## config.mk

```make
export PLATFORM = sky130hd
export DESIGN_NAME = dino_jump_ctrl_flat
export DESIGN_NICKNAME = d
export VERILOG_FILES = /design/src/rtl/dino_jump_ctrl_if.sv /design/src/rtl/dino_jump_ctrl.sv /design/src/flat_wrapper.sv
export SDC_FILE = /design/constraint.sdc
export NUM_CORES = 1
export LEC_CHECK = 0
export ABC_AREA = 1
export BUFFER_PORTS_ARGS = -buffer_cell sky130_fd_sc_hd__buf_2
export CORE_ASPECT_RATIO = 2
export CORE_UTILIZATION = 40
export DETAILED_ROUTE_END_ITERATION = 6
export PLACE_DENSITY = 0.62
export RECOVER_POWER = 50
export SYNTH_ARGS = -nofsm -noshare
export SYNTH_HDL_FRONTEND = slang
export SYNTH_SLANG_ARGS = --single-unit
export TNS_END_PERCENT = 20
```

## constraint.sdc

```tcl
create_clock -name clk -period 2.7 [get_ports clk]
set_input_delay 0.27 -clock clk [delete_from_list [all_inputs] [get_ports clk]]
set_output_delay 0.27 -clock clk [all_outputs]
set_load 0.02 [all_outputs]
```

## src/rtl/dino_jump_ctrl_if.sv

```systemverilog
// Groups the per-channel jump controls and sprite outputs of dino_jump_ctrl.
// The master drives step, freeze and jump_req; the slave returns positions and event pulses.
interface dino_jump_ctrl_if #(
  parameter int NUM_CH = 2,
  parameter int Y_W    = 9
);
  logic                    step;
  logic                    freeze;
  logic [NUM_CH-1:0]       jump_req;
  logic [NUM_CH*Y_W-1:0]   y_pos;
  logic [NUM_CH-1:0]       airborne;
  logic [NUM_CH-1:0]       leg;
  logic [NUM_CH-1:0]       jump_ack;
  logic [NUM_CH-1:0]       landed;

  modport master (
    output step, freeze, jump_req,
    input  y_pos, airborne, leg, jump_ack, landed
  );

  modport slave (
    input  step, freeze, jump_req,
    output y_pos, airborne, leg, jump_ack, landed
  );
endinterface

```

## src/rtl/dino_jump_ctrl.sv

```systemverilog
// Per-channel ground/air jump physics with leg animation; every output is registered (1 cycle latency).
// No backpressure: freeze holds all state, and requests arriving while airborne are dropped.
module dino_jump_ctrl #(
  parameter int                    NUM_CH    = 2,
  parameter int                    Y_W       = 9,
  parameter logic [NUM_CH*Y_W-1:0] GROUND_Y  = {9'd386, 9'd146},
  parameter int                    V1        = 6,
  parameter int                    V2        = 4,
  parameter int                    V3        = 2,
  parameter int                    N1        = 10,
  parameter int                    N2        = 10,
  parameter int                    N3        = 12,
  parameter int                    LEG_STEPS = 8
) (
  input  logic          clk,
  input  logic          rst,
  dino_jump_ctrl_if.slave bus
);

  localparam int H  = N1 + N2 + N3;
  localparam int T  = 2 * H;
  localparam int KW = $clog2(T + 1);
  localparam int LW = (LEG_STEPS > 1) ? $clog2(LEG_STEPS) : 1;

  // Segment boundaries on the step counter; the descent mirrors the ascent.
  localparam logic [KW-1:0] K_S1   = KW'(N1);
  localparam logic [KW-1:0] K_S2   = KW'(N1 + N2);
  localparam logic [KW-1:0] K_APEX = KW'(H);
  localparam logic [KW-1:0] K_S4   = KW'(H + N3);
  localparam logic [KW-1:0] K_S5   = KW'(H + N3 + N2);
  localparam logic [KW-1:0] K_LAND = KW'(T - 1);

  localparam logic [Y_W-1:0] V1_Y = Y_W'(V1);
  localparam logic [Y_W-1:0] V2_Y = Y_W'(V2);
  localparam logic [Y_W-1:0] V3_Y = Y_W'(V3);

  localparam logic [LW-1:0] LEG_MAX = LW'(LEG_STEPS - 1);

  typedef enum logic {
    GROUND = 1'b0,
    AIR    = 1'b1
  } state_t;

  for (genvar i = 0; i < NUM_CH; i++) begin : g_ch
    localparam logic [Y_W-1:0] Y_GND    = GROUND_Y[i*Y_W +: Y_W];
    localparam logic           LEG_INIT = ((i % 2) == 1);

    state_t          st;
    logic [KW-1:0]   k;
    logic [Y_W-1:0]  y;
    logic [LW-1:0]   leg_cnt;
    logic            leg_q;
    logic            ack_q;
    logic            land_q;
    logic [Y_W-1:0]  vel;
    logic            rising;

    always_comb begin
      vel    = V1_Y;
      rising = 1'b1;
      if (k < K_S1) begin
        vel = V1_Y;
      end else if (k < K_S2) begin
        vel = V2_Y;
      end else if (k < K_APEX) begin
        vel = V3_Y;
      end else begin
        rising = 1'b0;
        if (k < K_S4)      vel = V3_Y;
        else if (k < K_S5) vel = V2_Y;
        else               vel = V1_Y;
      end
    end

    always_ff @(posedge clk) begin
      if (rst) begin
        st      <= GROUND;
        k       <= '0;
        y       <= Y_GND;
        leg_cnt <= '0;
        leg_q   <= LEG_INIT;
        ack_q   <= 1'b0;
        land_q  <= 1'b0;
      end else begin
        ack_q  <= 1'b0;
        land_q <= 1'b0;
        if (!bus.freeze) begin
          case (st)
            GROUND: begin
              // An accepted request swallows a coincident step: no motion, no leg count.
              if (bus.jump_req[i]) begin
                st    <= AIR;
                k     <= '0;
                ack_q <= 1'b1;
              end else if (bus.step) begin
                if (leg_cnt == LEG_MAX) begin
                  leg_cnt <= '0;
                  leg_q   <= ~leg_q;
                end else begin
                  leg_cnt <= leg_cnt + 1'b1;
                end
              end
            end
            AIR: begin
              if (bus.step) begin
                if (k == K_LAND) begin
                  st     <= GROUND;
                  k      <= '0;
                  y      <= Y_GND;
                  land_q <= 1'b1;
                end else begin
                  k <= k + 1'b1;
                  y <= rising ? (y - vel) : (y + vel);
                end
              end
            end
            default: st <= GROUND;
          endcase
        end
      end
    end

    assign bus.y_pos[i*Y_W +: Y_W] = y;
    assign bus.airborne[i]         = (st == AIR);
    assign bus.leg[i]              = leg_q;
    assign bus.jump_ack[i]         = ack_q;
    assign bus.landed[i]           = land_q;
  end

endmodule

```

## src/flat_wrapper.sv

```systemverilog
// flat-port wrapper written by rule: the top's interface ports become plain ports
module dino_jump_ctrl_flat 
#(
  parameter int                    NUM_CH    = 2,
  parameter int                    Y_W       = 9,
  parameter logic [NUM_CH*Y_W-1:0] GROUND_Y  = {9'd386, 9'd146},
  parameter int                    V1        = 6,
  parameter int                    V2        = 4,
  parameter int                    V3        = 2,
  parameter int                    N1        = 10,
  parameter int                    N2        = 10,
  parameter int                    N3        = 12,
  parameter int                    LEG_STEPS = 8
)
  (clk, rst, bus_step, bus_freeze, bus_jump_req, bus_y_pos, bus_airborne, bus_leg, bus_jump_ack, bus_landed);
  dino_jump_ctrl_if #(.NUM_CH(NUM_CH), .Y_W(Y_W)) bus_i ();
  input  logic clk;
  input  logic rst;
  input wire logic [$bits(bus_i.step)-1:0] bus_step;
  input wire logic [$bits(bus_i.freeze)-1:0] bus_freeze;
  input wire logic [$bits(bus_i.jump_req)-1:0] bus_jump_req;
  output wire logic [$bits(bus_i.y_pos)-1:0] bus_y_pos;
  output wire logic [$bits(bus_i.airborne)-1:0] bus_airborne;
  output wire logic [$bits(bus_i.leg)-1:0] bus_leg;
  output wire logic [$bits(bus_i.jump_ack)-1:0] bus_jump_ack;
  output wire logic [$bits(bus_i.landed)-1:0] bus_landed;
  assign bus_i.step = bus_step;
  assign bus_i.freeze = bus_freeze;
  assign bus_i.jump_req = bus_jump_req;
  assign bus_y_pos = bus_i.y_pos;
  assign bus_airborne = bus_i.airborne;
  assign bus_leg = bus_i.leg;
  assign bus_jump_ack = bus_i.jump_ack;
  assign bus_landed = bus_i.landed;
  dino_jump_ctrl #(.NUM_CH(NUM_CH), .Y_W(Y_W), .GROUND_Y(GROUND_Y), .V1(V1), .V2(V2), .V3(V3), .N1(N1), .N2(N2), .N3(N3), .LEG_STEPS(LEG_STEPS)) u_core (.clk(clk), .rst(rst), .bus(bus_i));
endmodule
```

==> flow_summary_export.csv, run 1 <==
group,metric,value,unit
outcome,status,"finished, final reports clean",
drt,ant_nets,0,
synth,synth_area,2890,sq um
placed_design,numPortBuffers,29,
clock_tree,cts_max_path_buffers,2,
timing,skew,0.00380,ns
synth,syn_avg_cell_area,7.08,sq um
drt,viasPerCell,5.05,
floorplanning,io_pins,32,
setup_path,cpMostUsedCell,"nand2_1",
placed_design,dp_hpwl,5420,microns
synth,async_reset_ff_share,0,%
placed_design,dp_slack,-0.00213,ns
setup_path,cpPeakStageDelay,0.37,ns
timing,hold_violations,0,
timing,min_period_over_period,93.2,%
placed_design,postPlaceCellArea,3060,sq um
floorplanning,dieArea,7600,sq um
synth,synthCells,409,
synth,synth_cell_types,39,
final_layout,nNetsFinal,469,
setup_path,crit_required,2.88,ns
final_layout,fin_area,3330,sq um
final_layout,n_antenna_cell,0,
floorplanning,die_h,122,microns
worst_hold_path,whs_path_depth,3,
run,drv_cap,0,
clock_tree,htree_levels,2,
synth,post_synth_main_area_contributors,"dfxtp_1 (30%), nand2_1 (14%), ha_1 (11%)",
final_layout,fin_cells,528,
synth,synth_edf_count,0,
synth,synth_top_cell_area_share,30.4,%
setup_path,crit_chain,"inv_2 -> nand2_1 -> inv_1 -> o211ai_1 -> inv_1 -> o21ai_0 -> o21ai_1 -> ha_1 -> nand2_1 -> nand2_1 -> inv_1 -> ha_2 -> nand2_1 -> nand3_1 -> nand4_1 -> nand2_1 -> nand2_1 -> nand3_1 -> nand2_1",
grt,grt_pass1_vias,2498,
drt,dr.pass1.iters,4,
grt,overflow,0,
timing,period_minus_slack,2.52,ns
clock_tree,cts_tree,"done",
final_layout,fill_cells,715,
drt,vias,2667,
final_layout,seqCellArea,892,sq um
setup_path,worstPathArrival,2.70,ns
drt,wl,7070,microns
final_layout,drive_above_1_share,15.3,%
grt,grt_pass1_wl,11400,microns
synth,synthFlopType,"dfxtp_1",
timing,setup_violations,0,
timing,maxSlewViolCount,0,
setup_path,reg2reg_slack,0.18,ns
timing,hold_slack,0.286,ns
clock_tree,clock-sinks,44,
setup_path,critPathKind,"flop to flop",
synth,ys_ff_latch,44,
placed_design,post-place-cells,516,
grt,antenna_found_initial,0,
final_layout,multi_input_comb_area,1780,sq um
final_layout,syn2layout_area_growth,14.9,%
grt,grt_usage,19.4,%
worst_hold_path,hold_path.class,"input port to flop",
drt,drc,0,
drt,drtIter0Drc,84,
floorplanning,core_area,6940,sq um
power_and_ir_drop,p_leak,1.54,nW
setup_path,start_kind,"flop",
synth,synth_common_cells,"nand2_1 (106), inv_1 (52), dfxtp_1 (44)",
clock_tree,cts_root_buf,"clkbuf_16",
setup_path,crit_slowest_cell,"ha_2",
floorplanning,rows,43,
synth,yosysSeqAreaShare,30.4,%
clock_tree,numCtsBuffers,5,
power_and_ir_drop,vdd_ir_drop_max,0.000237,V
synth,yosys.area.top_type,"dfxtp_1",
floorplanning,fp.dieW,62.1,microns
timing,slew_headroom,58.5,%
clock_tree,clk_latency,0.29,ns
timing,max_freq,0.397,GHz
timing,tightest_slew,0.617,ns
placed_design,gp_congestion,0.864,
timing,setup_ws,0.183,ns
drt,wl_per_cell,13.4,microns
timing,rsz0062_at_grt,"yes",
power_and_ir_drop,power.density,449,nW/um^2
synth,synth.most_common_cell,"nand2_1",
setup_path,cp_max_fo,5,
synth,yosysWarnings,0,
setup_path,ff2ff_path_depth,19,
floorplanning,initial_core_util,41.7,%
clock_tree,cts.clk_slew.worst_paths,0.06,ns
timing,fin_tns_setup,0,ns
grt,grt_max_degree,20,
setup_path,cp-end-kind,"flop",
-- timing repair --
item,CTS,global route
pin swaps,0,4
endpoints found under the setup margin,3,13
buffers inserted,0,5
gates resized for setup,1,27
hold buffers,0,0
-- flip-flops by register name, indices dropped and copies added (netlist names) --
| register | flops |
|---|---|
| u_core.g_ch.ack_q | 2 |
| u_core.g_ch.k | 14 |
| u_core.g_ch.leg_q | 2 |
| u_core.g_ch.y | 16 |
| u_core.g_ch.land_q | 2 |
| u_core.g_ch.leg_cnt | 6 |
| u_core.g_ch.st | 2 |
-- worst max-delay path: cells and delay by family (launching register included) --
kind                       cells  cell delay, ns
buffers and inverters          4            0.21
AOI/OAI and AO/OA              3            0.33
adders and majority gates      2            0.67
DFF                            1            0.36
and+or+nand+nor               10            0.84
-- routing by layer --
layer  GRT usage, %  up-vias  share of wire (%)
met5              0        -                  0
met4           10.9        0                3.2
met3           3.07       14                2.5
met2           38.9       43                 56
met1           18.2     1235                 38
li1               -     1375                  -
-- cells in the final DEF (no fill, tap or decap), drive strengths merged, types with 3 or more instances in the layout --
master / count
dfxtp: 44
inv: 58
o211ai: 3
nor2: 34
o21a: 4
buf: 13
xor2: 5
xnor2: 3
a21oi: 28
nand3: 31
nor3: 9
nand2: 112
a211oi: 3
nand4: 4
clkbuf: 29
nand3b: 4
ha: 25
o21ai: 16
-- layout make-up --
cell class / count / area share [%]
Sequential cell: 44 / 26.8
Clock buffer: 7 / 4.59
Inverter: 58 / 6.70
Tap cell: 90 / 3.39
Timing Repair Buffer: 35 / 4.89
Multi-Input combinational cell: 294 / 53.6
-- through the flow --
step / utilization, % / power, W
2_1_floorplan: - / 0.000823
4_1_cts: 46.4 / 0.00151
6_report: 47.9 / 0.00149
5_1_grt: 47.9 / 0.00155
3_3_place_gp: 44.1 / 0.000860
3_5_place_dp: 44.1 / 0.000862
-- cells by family after synthesis --
family,synth area share [%]
compound gates,12.1
mux,0.346
other cells,0.130
simple gates,32.6
xor+xnor,2.42
flops,30.4
fa+ha+maj,10.8
buf+inv,11.2
-- power by group --
group	leakage, nW	internal, W	switching (W)
registers	0.360	0.000664	0.0000175
logic	1.10	0.0000572	0.000111
clock network	0.0760	0.000389	0.000254
-- path summary, 6_finish.rpt --
check                                                  to                 startpoint
worst min-delay path                    u_core.g_ch[1].st            bus_jump_req[1]
worst max-delay path                  u_core.g_ch[1].y[7]        u_core.g_ch[1].k[6]
worst min register to register  u_core.g_ch[1].leg_cnt[1]  u_core.g_ch[1].leg_cnt[1]
worst max register to register        u_core.g_ch[1].y[7]        u_core.g_ch[1].k[6]
(Power assumes the default switching activity.)
==> run 2, diff against run 1 <==
--- a/config.mk
+++ b/config.mk
@@ -8,9 +8,10 @@
 export ABC_AREA = 1
 export BUFFER_PORTS_ARGS = -buffer_cell sky130_fd_sc_hd__buf_2
 export CORE_ASPECT_RATIO = 2
-export CORE_UTILIZATION = 40
+export CORE_UTILIZATION = 47
 export DETAILED_ROUTE_END_ITERATION = 6
-export PLACE_DENSITY = 0.62
+export GPL_ROUTABILITY_DRIVEN = 0
+export PLACE_DENSITY = 0.7
 export RECOVER_POWER = 50
 export SYNTH_ARGS = -nofsm -noshare
 export SYNTH_HDL_FRONTEND = slang
==> run 2 against run 1 <==
Against the previous run: the run now ends with DRC left; maximum frequency fell by 1.2%; core utilization rose by 6.4 points; sequential power barely moved; register-to-register slack got worse by 0.03 ns.
==> flow_summary_export.csv, run 2 (synthesized netlist as in run 1, its figures left out) <==
group,metric,value,unit
clock_tree,htree_levels,2,
clock_tree,cts_max_path_buffers,2,
setup_path,reg2reg_slack,0.15,ns
placed_design,dp_slack,-0.0401,ns
drt,drtIter0Drc,88,
power_and_ir_drop,total_power,0.00149,W
timing,setup_ws,0.152,ns
grt,overflow,0,
timing,skew,0.00515,ns
final_layout,nNetsFinal,466,
clock_tree,post_cts_buffers,0,
power_and_ir_drop,pwr-share-seq,45.9,%
setup_path,worstPathArrival,2.71,ns
final_layout,mostFrequentLayoutCells,"nand2_1 (104), inv_1 (53), dfxtp_1 (41)",
floorplanning,dieArea,6490,sq um
drt,wl_per_cell,13.1,microns
final_layout,fin_area,3240,sq um
setup_path,critPathKind,"flop to flop",
placed_design,dp_hpwl,5090,microns
grt,grt_pass1_vias,2550,
final_layout,largest_register_ffs,16,
drt,vias,2668,
drt,dr.pass1.iters,6,
grt,antenna_found_initial,0,
power_and_ir_drop,p_sw,0.000377,W
drt,drc,3,
final_layout,n_antenna_cell,0,
final_layout,largest_register,"u_core.g_ch.y",
floorplanning,initial_core_util,48.6,%
floorplanning,rows,40,
placed_design,numPortBuffers,29,
clock_tree,cts_hold_buf,0,
drt,ant_nets,0,
placed_design,postPlaceCellArea,3040,sq um
outcome,violations,"DRC",
timing,setup_violations,0,
setup_path,start_kind,"flop",
clock_tree,clock-sinks,44,
power_and_ir_drop,power.share.switching,25.4,%
final_layout,fin_cells,498,
floorplanning,io_pins,32,
floorplanning,die_h,113,microns
final_layout,syn2layout_area_growth,11.8,%
grt,grt_usage,21.7,%
final_layout,layout_commonest_cell,"nand2_1",
setup_path,cp_max_fo,5,
timing,maxSlewViolCount,0,
final_layout,fill_cells,624,
floorplanning,fp.dieW,57.5,microns
drt,wl,6530,microns
timing,period_minus_slack,2.55,ns
placed_design,post-place-cells,491,
clock_tree,cts_tree,"done",
run,drv_cap,0,
clock_tree,cts_root_buf,"clkbuf_16",
power_and_ir_drop,p_clk_share,43.2,%
grt,grt_max_degree,20,
timing,tightest_slew,0.599,ns
timing,max_freq,0.392,GHz
power_and_ir_drop,power.internal,0.00111,W
worst_hold_path,hold_path.class,"input port to flop",
power_and_ir_drop,p_leak,1.53,nW
setup_path,cp-end-kind,"flop",
power_and_ir_drop,vdd_ir_drop_max,0.000336,V
clock_tree,cts.clk_slew.worst_paths,0.06,ns
final_layout,drive_above_1_share,12.4,%
power_and_ir_drop,power.density,459,nW/um^2
timing,min_period_over_period,94.4,%
outcome,status,"finished, violations left",
grt,grt_pass1_wl,10800,microns
setup_path,crit_required,2.86,ns
final_layout,reg_top3,"u_core.g_ch.y x16, u_core.g_ch.k x14, u_core.g_ch.leg_cnt x6",
clock_tree,clk_latency,0.29,ns
power_and_ir_drop,combPwrFrac,10.9,%
timing,hold_slack,0.267,ns
timing,slew_headroom,59.8,%
clock_tree,numCtsBuffers,5,
floorplanning,core_area,5960,sq um
drt,viasPerCell,5.36,
timing,hold_violations,0,
==> run 2: power groups by stage <==
stage	combinational [W]	clock (W)	sequential (W)
2_1_floorplan	0.000121	0	0.000702
3_3_place_gp	0.000160	0	0.000696
3_5_place_dp	0.000162	0	0.000697
4_1_cts	0.000163	0.000660	0.000683
5_1_grt	0.000184	0.000684	0.000684
6_report	0.000163	0.000641	0.000682
==> run 2: worst max-delay path: stages (launching register included) <==
cell      delay [ns]
dfxtp_2         0.33
inv_1           0.12
nand2_2         0.10
inv_1           0.06
o211ai_1        0.12
inv_1           0.08
o21ai_0         0.08
o21ai_1         0.16
ha_1            0.28
nand2_1         0.07
nand2_1         0.06
inv_1           0.10
ha_4            0.22
nand2_1         0.10
nand3_2         0.12
or2_2           0.28
nand3_1         0.08
a21oi_1         0.06
==> run 2: metrics by stage <==
stage | util, % | TNS [ns]
floorplan | - | 0
global placement | 51.1 | 0
detailed placement | 51.1 | -0.0592
CTS | 53.9 | 0
global route | 54.3 | -0.0524
finish | 54.3 | 0
==> run 2: final cells by class <==
| class | instances | area, sq um | area share, % |
|---|---|---|---|
| multi-input cells | 294 | 1760 | 54.3 |
| flip-flops and latches | 44 | 887 | 27.4 |
| inverters | 58 | 223 | 6.88 |
| clock buffers | 7 | 153 | 4.72 |
| repair buffers | 32 | 138 | 4.25 |
| well taps | 63 | 78.8 | 2.44 |
==> run 2: metal layers <==
| metal | wire length (microns) | part of all wire (%) | global-route usage [%] | vias to the layer above |
|---|---|---|---|---|
| li1 | - | - | - | 1375 |
| met1 | 2460 | 38 | 20.4 | 1237 |
| met2 | 3730 | 57 | 42.2 | 42 |
| met3 | 161 | 2.5 | 3.77 | 14 |
| met4 | 177 | 2.7 | 10.9 | 0 |
| met5 | 0 | 0 | 0 | - |
==> run 2: timing repair <==
item | in CTS | in global routing
pin swaps | 0 | 1
resized for setup | 2 | 16
cloned | 0 | 0
setup endpoints to repair | 2 | 11
==> run 2: path summary, 6_finish.rpt <==
path,from,end,cells past startpoint
worst max-delay path,u_core.g_ch[1].k[6],u_core.g_ch[1].y[3],17
worst min-delay path,bus_jump_req[1],u_core.g_ch[1].st,3
worst max register to register,u_core.g_ch[1].k[6],u_core.g_ch[1].y[3],17
worst min register to register,u_core.g_ch[1].leg_cnt[1],u_core.g_ch[1].leg_cnt[1],2
